===== config.mk =====
export PLATFORM = sky130hd
export DESIGN_NAME = fixed_to_fp_pipe_flat
export DESIGN_NICKNAME = d
export VERILOG_FILES = /design/src/rtl/fixed_to_fp_pipe_if.sv /design/src/rtl/fixed_to_fp_pipe.sv /design/src/flat_wrapper.sv
export SDC_FILE = /design/constraint.sdc
export NUM_CORES = 1
export LEC_CHECK = 0
export CAP_MARGIN = 20
export CORE_AREA = 2 2 142 144
export DETAILED_ROUTE_END_ITERATION = 7
export DIE_AREA = 0 0 144 146
export PLACE_DENSITY_LB_ADDON = 0.1
export SETUP_SLACK_MARGIN = 0.1
export SYNTH_ARGS = -nofsm -noshare
export SYNTH_HDL_FRONTEND = slang
export SYNTH_SLANG_ARGS = --single-unit

===== constraint.sdc =====
create_clock -name clk -period 4 [get_ports clk]
set_clock_uncertainty 0.1 [all_clocks]
set_input_delay 0.6 -clock clk [delete_from_list [all_inputs] [get_ports clk]]
set_output_delay 0.6 -clock clk [all_outputs]
set_load 0.01 [all_outputs]

===== src/rtl/fixed_to_fp_pipe_if.sv =====
// Handshake bundle between a fixed-point producer and the float converter.
// Signals: in_valid/in_ready/in_data (input side), out_valid/out_ready/out_data/out_inexact (result side).
// master = producer/consumer side (testbench or CORDIC glue); slave = the converter itself.
interface fixed_to_fp_pipe_if #(
  parameter int IN_W = 27
) ();
  logic            in_valid;
  logic            in_ready;
  logic [IN_W-1:0] in_data;
  logic            out_valid;
  logic            out_ready;
  logic [31:0]     out_data;
  logic            out_inexact;

  modport master (
    output in_valid, in_data, out_ready,
    input  in_ready, out_valid, out_data, out_inexact
  );

  modport slave (
    input  in_valid, in_data, out_ready,
    output in_ready, out_valid, out_data, out_inexact
  );
endinterface


===== src/rtl/fixed_to_fp_pipe.sv =====
// Fixed-point (signed or unsigned, IN_W bits with FRAC_W fraction bits) to IEEE-754 binary32.
// Latency 3 cycles, 1 word/cycle; one global stall (advance = !out_valid || out_ready) freezes all stages.
// Ports: clk, rst (sync, active-high), bus (slave modport of fixed_to_fp_pipe_if).
// Macro FIXED_TO_FP_RNE_EN: defined -> round-to-nearest-even, undefined -> truncation.
// out_inexact reports discarded bits in both builds.
module fixed_to_fp_pipe #(
  parameter int IN_W      = 27,
  parameter int FRAC_W    = 23,
  parameter int SIGNED_IN = 1
) (
  input  logic               clk,
  input  logic               rst,
  fixed_to_fp_pipe_if.slave  bus
);

  logic advance;

  // Stage registers
  logic            s1_vld_q, s1_vld_d;
  logic            s1_sign_q, s1_sign_d;
  logic [IN_W-1:0] s1_mag_q, s1_mag_d;

  logic            s2_vld_q, s2_vld_d;
  logic            s2_sign_q;
  logic            s2_zero_q, s2_zero_d;
  logic [4:0]      s2_msb_q, s2_msb_d;
  logic [IN_W-2:0] s2_norm_q, s2_norm_d;   // bits below the leading one, left-aligned

  logic            out_vld_q, out_vld_d;
  logic [31:0]     out_data_q, out_data_d;
  logic            out_inexact_q, out_inexact_d;

  assign advance         = !out_vld_q || bus.out_ready;
  assign bus.in_ready    = advance;
  assign bus.out_valid   = out_vld_q;
  assign bus.out_data    = out_data_q;
  assign bus.out_inexact = out_inexact_q;

  // Stage 1: sign/magnitude. The most negative input negates to 2^(IN_W-1),
  // which is still representable as an unsigned IN_W-bit magnitude.
  always_comb begin
    s1_vld_d  = bus.in_valid;
    s1_sign_d = (SIGNED_IN != 0) ? bus.in_data[IN_W-1] : 1'b0;
    s1_mag_d  = s1_sign_d ? (~bus.in_data + IN_W'(1)) : bus.in_data;
  end

  // Stage 2: find the leading one and normalise.
  logic [4:0] shamt;
  always_comb begin
    s2_vld_d = s1_vld_q;
    s2_msb_d = '0;
    for (int i = 0; i < IN_W; i++) begin
      if (s1_mag_q[i]) s2_msb_d = 5'(i);
    end
    shamt     = 5'(IN_W-1) - s2_msb_d;
    // Only the bits below the leading one are kept; the leading one is implicit.
    s2_norm_d = s1_mag_q[IN_W-2:0] << shamt;
    s2_zero_d = (s1_mag_q == '0);
  end

  // Stage 3: exponent, mantissa extraction and rounding.
  logic [63:0] frac_ext;
  logic [22:0] mant, mant_r;
  logic        guard, sticky;
  logic [7:0]  exp_b, exp_r;
`ifdef FIXED_TO_FP_RNE_EN
  logic        round_up;
  logic [23:0] mant_sum;
`endif

  always_comb begin
    out_vld_d = s2_vld_q;
    // Left-align the fraction in a 64-bit field so mantissa, guard and sticky
    // are fixed slices regardless of IN_W; short inputs get zero padding.
    frac_ext  = {s2_norm_q, {(65-IN_W){1'b0}}};
    mant      = frac_ext[63:41];
    guard     = frac_ext[40];
    sticky    = |frac_ext[39:0];
    // msb <= 31 and FRAC_W <= 31 keep this within 96..158 before rounding.
    exp_b     = {3'b000, s2_msb_q} + 8'(127 - FRAC_W);
`ifdef FIXED_TO_FP_RNE_EN
    round_up  = guard && (sticky || mant[0]);
    mant_sum  = {1'b0, mant} + {23'b0, round_up};
    // On carry-out the low 23 bits are already zero, so only the exponent bumps.
    mant_r    = mant_sum[22:0];
    exp_r     = exp_b + {7'b0, mant_sum[23]};
`else
    mant_r    = mant;
    exp_r     = exp_b;
`endif
    if (s2_zero_q) begin
      out_data_d    = 32'h0000_0000;
      out_inexact_d = 1'b0;
    end else begin
      out_data_d    = {s2_sign_q, exp_r, mant_r};
      out_inexact_d = guard || sticky;
    end
  end

  always_ff @(posedge clk) begin
    if (rst) begin
      s1_vld_q      <= 1'b0;
      s1_sign_q     <= 1'b0;
      s1_mag_q      <= '0;
      s2_vld_q      <= 1'b0;
      s2_sign_q     <= 1'b0;
      s2_zero_q     <= 1'b0;
      s2_msb_q      <= '0;
      s2_norm_q     <= '0;
      out_vld_q     <= 1'b0;
      out_data_q    <= '0;
      out_inexact_q <= 1'b0;
    end else if (advance) begin
      s1_vld_q      <= s1_vld_d;
      s1_sign_q     <= s1_sign_d;
      s1_mag_q      <= s1_mag_d;
      s2_vld_q      <= s2_vld_d;
      s2_sign_q     <= s1_sign_q;
      s2_zero_q     <= s2_zero_d;
      s2_msb_q      <= s2_msb_d;
      s2_norm_q     <= s2_norm_d;
      out_vld_q     <= out_vld_d;
      out_data_q    <= out_data_d;
      out_inexact_q <= out_inexact_d;
    end
  end

endmodule


===== src/flat_wrapper.sv =====
// flat-port wrapper written by rule: the top's interface ports become plain ports
module fixed_to_fp_pipe_flat 
#(
  parameter int IN_W      = 27,
  parameter int FRAC_W    = 23,
  parameter int SIGNED_IN = 1
)
  (clk, rst, bus_in_valid, bus_in_data, bus_out_ready, bus_in_ready, bus_out_valid, bus_out_data, bus_out_inexact);
  fixed_to_fp_pipe_if #(.IN_W(IN_W)) bus_i ();
  input  logic clk;
  input  logic rst;
  input wire logic [$bits(bus_i.in_valid)-1:0] bus_in_valid;
  input wire logic [$bits(bus_i.in_data)-1:0] bus_in_data;
  input wire logic [$bits(bus_i.out_ready)-1:0] bus_out_ready;
  output wire logic [$bits(bus_i.in_ready)-1:0] bus_in_ready;
  output wire logic [$bits(bus_i.out_valid)-1:0] bus_out_valid;
  output wire logic [$bits(bus_i.out_data)-1:0] bus_out_data;
  output wire logic [$bits(bus_i.out_inexact)-1:0] bus_out_inexact;
  assign bus_i.in_valid = bus_in_valid;
  assign bus_i.in_data = bus_in_data;
  assign bus_i.out_ready = bus_out_ready;
  assign bus_in_ready = bus_i.in_ready;
  assign bus_out_valid = bus_i.out_valid;
  assign bus_out_data = bus_i.out_data;
  assign bus_out_inexact = bus_i.out_inexact;
  fixed_to_fp_pipe #(.IN_W(IN_W), .FRAC_W(FRAC_W), .SIGNED_IN(SIGNED_IN)) u_core (.clk(clk), .rst(rst), .bus(bus_i));
endmodule

==> impl_metrics.ini <==
[status]
status = complete, no violations

[clocking]
clk_latency_ps = 360
postCtsHoldBufs = 0
cts_setup_buffers = 0
clockBufferDepth = 2
cts_tree = built
cts.htree.levels = 3
cts_root_buffer = clkbuf_16
cts_buffers = 9
path_clk_slew_ps = 70
post_cts_resized = 0
cts.sinks = 96

[synthesis]
yosys_register_bits = 96
synthTopCellsByCount = 96 x dfxtp_1, 94 x nand2_1, 75 x a21oi_1
synth_top_area_frac = 0.3357
yosysMostFrequentCell = dfxtp_1
yosysWarnings = 0
syn_area_um2 = 5725
yosys.area.top_type = dfxtp_1
synthArstFlopShare = 0
synth_cell_type_count = 68
synth-edff-count = 0
syn_area_per_cell_um2 = 8.041
syn_nets = 746
ys.flop_type = dfxtp_1
yosysSeqAreaShare = 0.3357
syn_inst = 712
netlist_top_cells_area = dfxtp_1 34%, mux2i_1 7.0%, a21oi_1 6.6%, nand2_1 6.2%, nand3b_1 4.1%

[cells_and_area]
nFillCells = 2014
areaGrowthSynthToFinish_pct = 21.92
diodes = 0
drive_gt1_frac = 0.09163
nets = 783
instances_no_fill = 1018

[critical_path]
critical_path.max_stage_delay_ps = 430
reg2reg_depth = 14
reg2reg_setup_slack_ps = 370
cpMaxStageDelayCell = a311oi_1
critPathCaptureType = flip-flop
setup.worst_path.end = u_core.s2_norm_q[25]$_SDFFE_PP0P_
worst-setup-path-type = reg -> reg
r2r-end = u_core.s2_norm_q[25]$_SDFFE_PP0P_
start_kind = flip-flop
crit_start = u_core.s1_mag_q[11]$_SDFFE_PP0P_
crit_chain = nor4_1 -> a31o_2 -> a21oi_1 -> or2_2 -> ha_1 -> buf_4 -> nand2_1 -> a22oi_1 -> a311oi_1 -> mux2_1 -> mux2i_1 -> mux2_2 -> or3_1 -> o211a_1
crit_fanout = 12
timing.rr.start = u_core.s1_mag_q[11]$_SDFFE_PP0P_
worstPathArrival_ps = 3780
crit_required_ps = 4150

[global_route]
use_met2 = 0.2757
use_met3 = 0.01974
met1_usage = 0.2178
busiest_layer = met2
grt_max_degree = 71
gr-usage-all-layers = 0.1651
gr-total-overflow = 0
grt_antenna_before_repair = 0
grt_pass1_wl_um = 27770
grt_pass1_vias = 5190

[floorplan]
design.die.area_um2 = 21020
die_x_um = 144
ioPinCount = 66
start_util = 0.2961
rows = 51
core-area_um2 = 19330
die_h_um = 146

[drt]
wl_per_cell_um = 16.67
num_vias = 5330
drc = 0
drtAntennaViolNets = 0
routed_wl_um = 16970
firstDrtPassIters = 4
vias_per_cell = 5.236
drt_iter0_markers = 420

[timing]
final-setup-viol-count = 0
rsz0062_at_grt = false
clock.fmax_ghz = 0.2754
hold_viol = 0
fin_setup_tns_ps = 0
slew_headroom = 0.4098
slew_viol_final = 0
period_share = 0.9077
tightest_slew_ps = 884.1
period_needed_ps = 3631

[power]
leakage_uw = 0.002552
vdd_ir_drop_max_mv = 0.2202
power.density_nw_per_um2 = 502.3

[placed_design]
io_buffers = 65
hpwl_um = 12430
place_congestion = 0.8469
post-place-cells = 1003

[flow_run]
drv.max_cap_violation_count = 0

[hold_path]
hp-class = reg -> reg
cells in the final DEF (no fill, tap or decap), types with 8 or more instances in the layout:
master and instances:
nor3_1 20, dfxtp_1 96, a211oi_1 23, xnor2_1 8, buf_4 26, inv_1 14, clkbuf_16 9, nand3b_1 31
mux2i_1 40, a22oi_1 15, nand2_1 94, nor2_1 55, a21oi_1 75, o21ai_1 10, o21ai_0 10, clkdlybuf4s50_1 64
xor2_1 17, nand2b_1 8, o31ai_1 8
stage by stage:
step	worst slack, ps	util	area (µm²)	hold WS, ps	total power [µW]
2_1_floorplan	163.3	-	5725	326.7	2085
3_3_place_gp	419.5	0.3434	6640	338.4	2521
3_5_place_dp	407.9	0.3434	6640	343.8	2521
4_1_cts	393.9	0.3610	6980	353.7	3542
5_1_grt	138.8	0.3610	6980	366.0	3703
6_report	369.3	0.3610	6980	348.0	3506
critical path, delay by kind of cell (launching register included):
| kind | cells | cell delay (ps) |
|---|---|---|
| and+or+nand+nor | 4 | 1090 |
| adders and majority gates | 1 | 230 |
| muxes | 3 | 610 |
| AOI/OAI and AO/OA | 5 | 900 |
| DFF | 1 | 410 |
| buffers and inverters | 1 | 200 |
routing by layer:
metal	part of all wire	up-vias
met1	0.47	2542
met4	0.019	0
met3	0.032	20
met2	0.48	113
li1	-	2655
met5	0	-
worst min path at each step:
stage                                         from  cells after the start                             endpoint
5_1_grt        u_core.bus.out_data[6]$_SDFFE_PP0P_                      2  u_core.bus.out_data[6]$_SDFFE_PP0P_
6_report       u_core.bus.out_data[4]$_SDFFE_PP0P_                      2  u_core.bus.out_data[4]$_SDFFE_PP0P_
2_1_floorplan    u_core.s2_norm_q[13]$_SDFFE_PP0P_                      1    u_core.s2_norm_q[13]$_SDFFE_PP0P_
3_3_place_gp          u_core.s1_vld_q$_SDFFE_PP0P_                      2         u_core.s1_vld_q$_SDFFE_PP0P_
3_5_place_dp   u_core.bus.out_data[4]$_SDFFE_PP0P_                      2  u_core.bus.out_data[4]$_SDFFE_PP0P_
4_1_cts        u_core.bus.out_data[4]$_SDFFE_PP0P_                      2  u_core.bus.out_data[4]$_SDFFE_PP0P_
area by class of cell:
| class | instances | area, µm² | share of cell area |
|---|---|---|---|
| multi-input cells | 535 | 3486 | 0.4994 |
| flip-flops and latches | 96 | 1922 | 0.2753 |
| repair buffers | 91 | 840.8 | 0.1205 |
| well taps | 265 | 331.6 | 0.04750 |
| clock buffers | 9 | 225.2 | 0.03226 |
| clock inverters | 6 | 115.1 | 0.01649 |
| inverters | 16 | 60.06 | 0.008604 |
cells by family after synthesis:
| logic type | Yosys count | synth area share |
|---|---|---|
| AND/OR/NAND/NOR | 257 | 0.2238 |
| AO/OA/AOI/OAI | 196 | 0.2242 |
| flip-flops | 96 | 0.3357 |
| buffers and inverters | 81 | 0.05747 |
| multiplexers | 53 | 0.1093 |
| XOR/XNOR | 26 | 0.04305 |
| adder cells (fa/ha/maj) | 3 | 0.006557 |
flip-flops by register name, summed over array words and instances (netlist names):
register                flops
u_core.bus.out_inexact      1
u_core.s1_mag_q            27
u_core.s2_sign_q            1
u_core.out_vld_d            1
u_core.s2_zero_q            1
u_core.s1_sign_q            1
u_core.s2_norm_q           26
u_core.bus.out_data        31
u_core.bus.out_valid        1
u_core.s2_msb_q             5
u_core.s1_vld_q             1
report_power, final:
part | switching (µW) | internal, µW | leakage [µW] | total (µW)
registers | 119 | 1090 | 0.000789 | 1210
clock network | 392 | 613 | 0.000168 | 1010
logic | 697 | 590 | 0.00160 | 1290
Note: power is estimated with default switching activity, not from simulation.
